<file path="src/rtl/alu_ctrl.sv">
// alu_ctrl: execute-stage controller that issues registered operands to an external 4-bit ALU.
// Define ALU_CTRL_ZFLAG_EN to add the registered `zero` flag port and its update logic.
module alu_ctrl #(
   parameter int unsigned ALU_LAT = 1
) (
   input  logic       clk,
   input  logic       rst,
   input  logic       instr_valid,
   input  logic [7:0] instr,
   output logic       instr_ready,
   output logic [3:0] alu_a,
   output logic [3:0] alu_b,
   output logic [2:0] alu_sel,
   output logic       alu_cin,
   input  logic [3:0] alu_out,
   input  logic       alu_cout,
   output logic [3:0] acc,
   output logic [3:0] breg,
   output logic       carry,
   output logic       done
`ifdef ALU_CTRL_ZFLAG_EN
   ,
   output logic       zero
`endif
);

   localparam logic [0:0] S_IDLE  = 1'b0;
   localparam logic [0:0] S_ISSUE = 1'b1;

   localparam logic [2:0] OP_LDA = 3'b000;
   localparam logic [2:0] OP_LDB = 3'b001;
   localparam logic [2:0] OP_ADD = 3'b010;
   localparam logic [2:0] OP_SUB = 3'b011;
   localparam logic [2:0] OP_MOV = 3'b111;

   localparam logic [3:0] CNT_INIT = 4'(ALU_LAT - 1);

   logic [0:0] state;
   logic [3:0] cnt;
   logic       take;
   logic       capture;
   logic [2:0] op;
   logic [3:0] imm;

   assign instr_ready = (state == S_IDLE);
   assign take        = instr_valid && instr_ready;
   assign capture     = (state == S_ISSUE) && (cnt == '0);
   assign op          = instr[7:5];
   assign imm         = instr[3:0];

   always_ff @(posedge clk) begin
      if (rst) begin
         state   <= S_IDLE;
         cnt     <= '0;
         acc     <= '0;
         breg    <= '0;
         carry   <= 1'b0;
         alu_a   <= '0;
         alu_b   <= '0;
         alu_sel <= '0;
         alu_cin <= 1'b0;
         done    <= 1'b0;
      end else begin
         done <= 1'b0;
         case (state)
            S_IDLE: begin
               if (take) begin
                  case (op)
                     OP_LDA: begin
                        acc  <= imm;
                        done <= 1'b1;
                     end
                     OP_LDB: begin
                        breg <= imm;
                        done <= 1'b1;
                     end
                     default: begin
                        // MOV swaps the operands so the ALU pass-through of in_A yields B
                        alu_a   <= (op == OP_MOV) ? breg : acc;
                        alu_b   <= (op == OP_MOV) ? acc : breg;
                        alu_sel <= op;
                        alu_cin <= instr[4] & carry;
                        cnt     <= CNT_INIT;
                        state   <= S_ISSUE;
                     end
                  endcase
               end
            end
            default: begin
               if (!capture) begin
                  cnt <= cnt - 4'd1;
               end else begin
                  acc <= alu_out;
                  if (alu_sel == OP_ADD || alu_sel == OP_SUB) begin
                     carry <= alu_cout;
                  end
                  alu_sel <= '0;
                  done    <= 1'b1;
                  state   <= S_IDLE;
               end
            end
         endcase
      end
   end

`ifdef ALU_CTRL_ZFLAG_EN
   always_ff @(posedge clk) begin
      if (rst) begin
         zero <= 1'b1;
      end else if (take && op == OP_LDA) begin
         zero <= (imm == '0);
      end else if (capture) begin
         zero <= (alu_out == '0);
      end
   end
`endif

endmodule

</file>
<file path="config.mk">
export PLATFORM = sky130hd
export DESIGN_NAME = alu_ctrl
export DESIGN_NICKNAME = d
export VERILOG_FILES = /design/src/rtl/alu_ctrl.sv
export SDC_FILE = /design/constraint.sdc
export NUM_CORES = 1
export LEC_CHECK = 0
export CAP_MARGIN = 0
export CORE_MARGIN = 2
export CORE_UTILIZATION = 50
export CTS_CLUSTER_DIAMETER = 200
export DETAILED_ROUTE_END_ITERATION = 10
export GPL_TIMING_DRIVEN = 0
export PLACE_DENSITY = 0.84
export SYNTH_ARGS = -nofsm -noshare
export SYNTH_HDL_FRONTEND = slang
export SYNTH_SLANG_ARGS = --single-unit
</file>
<file path="constraint.sdc">
create_clock -name clk -period 4.34 [get_ports clk]
set_input_delay 0.868 -clock clk [delete_from_list [all_inputs] [get_ports clk]]
set_output_delay 0.868 -clock clk [all_outputs]
set_load 0.03 [all_outputs]
</file>
# Word level (Yosys, flattened, before mapping)
# Cells that the tools add are included.
[word_totals]
reg_bits = 27
input_bits = 16
wordCells = 57
[classes]
addsub = 1
eq_ne = 7
muxes = 22
bitwise_logic = 3
reduce_logical = 14
[op_table]
columns = ["operator", "count"]
rows = [
  ["4-bit two-way mux", 10],
  ["3-bit AND reduction", 6],
  ["3-bit two-way mux", 4],
  ["1-bit two-way mux", 8],
  ["3-bit by 2-bit == test with 1-bit output (second input constant)", 2],
  ["4-bit logical NOT", 1],
  ["2-bit by 1-bit != test with 1-bit output (second input constant)", 2],
  ["2-bit nonzero test", 2],
  ["4-bit by 1-bit subtractor with 4-bit output (second input constant)", 1],
  ["3-bit by 1-bit == test with 1-bit output (second input constant)", 1],
  ["3-bit == test (second input constant)", 1],
  ["3-bit logical NOT", 1],
  ["1-bit logical AND", 2],
  ["2-bit != test (second input constant)", 1],
  ["1-bit NOT", 2],
  ["2-bit OR reduction", 1],
  ["1-bit AND", 1],
  ["1-bit logical OR", 1],
]

# Logic depth before layout (Yosys ltp)
[depth]
ltp_word = 5
ltp_mapped = 5
mapped_depth_nobuf = 5

# Worst setup path before layout
# No wires, ideal clock.
[synth_path]
kind = "in2reg"
startpoint = "in instr[6]"
endpoint = "reg acc[0]"
setup_time_ps = 137
arrival_ps = 1689
path_slack_ps = 2514
stages = 3
path_buffers = 0
path_cell_list = "or4b_4 o21ai_4 a211oi_2"
[synth_between]
elab_chain_len = 3
[synth_rtl]
columns = ["item", "line", "text"]
rows = [
  ["start: declaration", "9", "input logic [7:0] instr,"],
  ["3-bit logical NOT", "68", "case (op)"],
  ["2-bit nonzero test (no line)", "-", ""],
  ["3-bit AND reduction (no line)", "-", ""],
  ["end signal: assignment", "70", "acc <= imm;"],
  ["end signal: assignment", "93", "acc <= alu_out;"],
  ["end: declaration", "17", "output logic [3:0] acc,"],
]
# No other way between the ends.
# A chain may end at the register's enable or synchronous reset.

# Worst setup path in the final report
[layout_path]
startpoint = "reg state"
endpoint = "out instr_ready"
[layout_between]
elab_chain_len = 1
[layout_rtl]
columns = ["item", "line", "text"]
rows = [
  ["start: declaration", "38", "logic [0:0] state;"],
  ["start signal: assignment", "53", "state <= S_IDLE;"],
  ["start signal: assignment", "84", "state <= S_ISSUE;"],
  ["start signal: assignment", "99", "state <= S_IDLE;"],
  ["1-bit NOT (no line)", "-", ""],
  ["end: declaration", "10", "output logic instr_ready,"],
]
# No other way between the ends.

==> flow_metrics.py <==
metrics = {
    "routing": {
        "met1Wirelength_mm": 1.46,
        "routed_wire_length_mm": 3.33,
        "route.met3.wl_um": 197,
        "final_antenna_violating_net_count": 0,
        "drt-pass1-iter-count": 4,
        "detail_route.iter0.violations": 29,
        "route.met2.wl_mm": 1.65,
        "highest-signal-layer": "met4",
        "wire_per_inst_um": 15.6,
        "drc": 0,
        "viasPerCell": 6.06,
        "routed-via-count": 1297,
    },
    "floorplanning": {
        "fp.dieH_um": 55.1,
        "core.rowCount": 18,
        "core_area_um2": 2480,
        "die-area_um2": 3040,
        "floorplan.initialDensity": 0.528,
        "io_pins": 39,
        "die_w_um": 55.1,
    },
    "critical_path": {
        "worstSetupPathType": "flip-flop to output port",
        "timing.critical_path.required_ns": 3.47,
        "sequence_of_cells_on_the_critical_path": "buf_6 > inv_1 > clkdlybuf4s50_1",
        "setup.worst_path.end_class": "output port",
        "critical-path-max-stage-delay_ns": 0.67,
        "timing.critical_path.slowest_stage_cell": "clkdlybuf4s50_1",
        "path_buf_inv": 3,
        "cp.arrival_ns": 1.60,
        "worstSetupStartpoint": "state",
        "timing.rr.start": "cnt[0]",
        "ff2ff_path_depth": 5,
        "worst_path_dominant_cell_family": "buffers and inverters",
        "worstSetupPathDepth": 3,
        "crit_fanout": 10,
        "setup.worst_path.start_class": "flip-flop",
    },
    "power_and_ir_drop": {
        "design_power_total_mw": 0.504,
        "ir_worst_vdd_mv": 0.204,
        "leakage_nw": 0.559,
        "powerDensity_nw_per_um2": 291,
    },
    "placement": {
        "place_hpwl_mm": 2.50,
        "port_buffers": 36,
        "dpl_worst_slack_ns": 1.81,
        "gp_routability_congestion": 0.811,
    },
    "sta": {
        "worst-slew-pin-transition_ns": 0.659,
        "max_freq_mhz": 405,
        "grt_setup_unrepaired": "false",
        "timing.final.crit_period_ns": 2.47,
        "fin_setup_tns_ns": 0,
        "setup_viol": 0,
        "max-slew-margin-rel": 0.560,
        "slew_viol_final": 0,
        "hold_viol_final": 0,
        "timing.final.crit_share": 0.568,
        "worst_clock_skew_ns": 0.00172,
        "final.setup.worst_slack_ns": 1.87,
        "final.hold.worst_slack_ns": 0.492,
    },
    "clock_network": {
        "postCtsResizedCells": 0,
        "tritoncts": "built",
        "worstSkewPairLatency_ns": 0.31,
        "numCtsBuffers": 3,
        "cts.reportedPaths.clkPinSlew_ns": 0.14,
        "number_of_clock_sinks": 27,
        "post_cts_hold_buffer_count": 0,
        "cts-root-buf": "clkbuf_4",
        "buffer_levels_on_the_longest_clock_path": 2,
        "ctsHtreeMaxLevel": 1,
        "postCtsSetupRepairBufs": 0,
    },
    "logic_synthesis": {
        "synthesis.area_per_instance_um2": 9.08,
        "post_synthesis_register_bit_count": 27,
        "synth.yosys.warnings": 0,
        "ys.flop_type": "dfxtp_1",
        "ys_async_sr_fraction": 0,
        "netlist-cell-type-count": 34,
        "yosysSeqAreaShare": 0.413,
        "post_synth_inst_count": 144,
        "synth_edf_count": 0,
        "netlist_area_um2": 1310,
        "mappedNetlistNets": 161,
    },
    "layout": {
        "ff_latch_area_um2": 541,
        "num-fill-cells": 223,
        "layout.nets": 202,
        "multi_input_comb_area_um2": 704,
        "flow.area_growth_from_synthesis_pct": 32.4,
        "layout.core_utilization": 0.699,
        "final_cell_mix": "36 x clkdlybuf4s50_1, 27 x dfxtp_1, 20 x a21oi_1",
        "antenna-diode-count": 0,
        "layout.cells.most_common": "clkdlybuf4s50_1",
        "layout-drive-gt1-share": 0.103,
    },
    "worst_hold_path": {
        "holdCritPathClass": "flip-flop to flip-flop",
        "worst_hold_startpoint": "alu_cin",
        "whs_path_depth": 2,
    },
    "global_route": {
        "first_pass_grt_wire_length_mm": 5.49,
        "grt_max_degree": 15,
        "grt_pass1_vias": 1214,
        "antenna_found_initial": 0,
        "grt_usage": 0.247,
        "grt_remaining_overflow": 0,
    },
    "status": {
        "result_of_the_run": "complete, no violations",
    },
    "job": {
        "max-cap-violations": 0,
    },
}
==> cell usage after synthesis, types with 2 or more instances <==
library cell	n	share of area
dfxtp_1	27	0.41
a21oi_1	20	0.077
nand2_1	16	0.046
nand3_1	10	0.038
a311oi_1	8	0.054
o21ai_0	6	0.023
buf_2	5	0.019
a211oi_1	4	0.023
a211oi_2	4	0.038
inv_1	4	0.011
mux2i_1	4	0.031
nand3b_1	4	0.023
clkbuf_1	3	0.0086
nor2_1	3	0.0086
o211ai_1	3	0.017
a221o_1	2	0.015
a31oi_1	2	0.0096
nand2b_1	2	0.0096
nand4b_1	2	0.013
==> layout make-up <==
type	count	area share
multi-input combinational	104	0.407
timing repair buffer	36	0.208
inverter	4	0.00867
buffer	9	0.0275
clock buffer	4	0.0152
sequential	27	0.312
tap	30	0.0217
==> through the flow <==
stage / cells / instance area [um2]
final: 214 / 1730
after global routing: 214 / 1730
after CTS: 214 / 1730
after detailed placement: 210 / 1710
after global placement: 210 / 1710
after floorplan: 144 / 1310
==> cells by family after synthesis <==
family	share of synthesized area
mux	0.0306
fa+ha+maj	0.00957
compound gates	0.275
simple gates	0.224
buf+inv	0.0478
flops	0.413
==> worst min-delay path, cell delays in order (launching register included) <==
cell	delay, ns
dfxtp_1	0.33
o21ai_0	0.07
a21oi_1	0.06
==> sequential cells by signal, summed over array words and instances, names as in the netlist <==
register  flops
alu_sel       3
alu_b         4
carry         1
breg          4
acc           4
state         1
alu_a         4
done          1
alu_cin       1
cnt           4
==> metal layers <==
| metal | GRT usage | vias up |
|---|---|---|
| met2 | 0.403 | 40 |
| met4 | 0.0894 | 0 |
| li1 | - | 632 |
| met5 | 0 | - |
| met3 | 0.0376 | 4 |
| met1 | 0.329 | 621 |
==> where the power goes <==
part | switching (mW) | leakage (nW) | internal (mW)
logic | 0.0711 | 0.323 | 0.0530
clock network | 0.0732 | 0.0150 | 0.0359
registers | 0.00988 | 0.221 | 0.261
==> worst paths after layout <==
kind	end	slack [ns]
setup / recovery	instr_ready	1.87
hold / removal	alu_cin	0.49
setup reg to reg	cnt[1]	2.72
hold reg to reg	alu_cin	0.49
No activity file was read; power rests on OpenSTA's default activity.
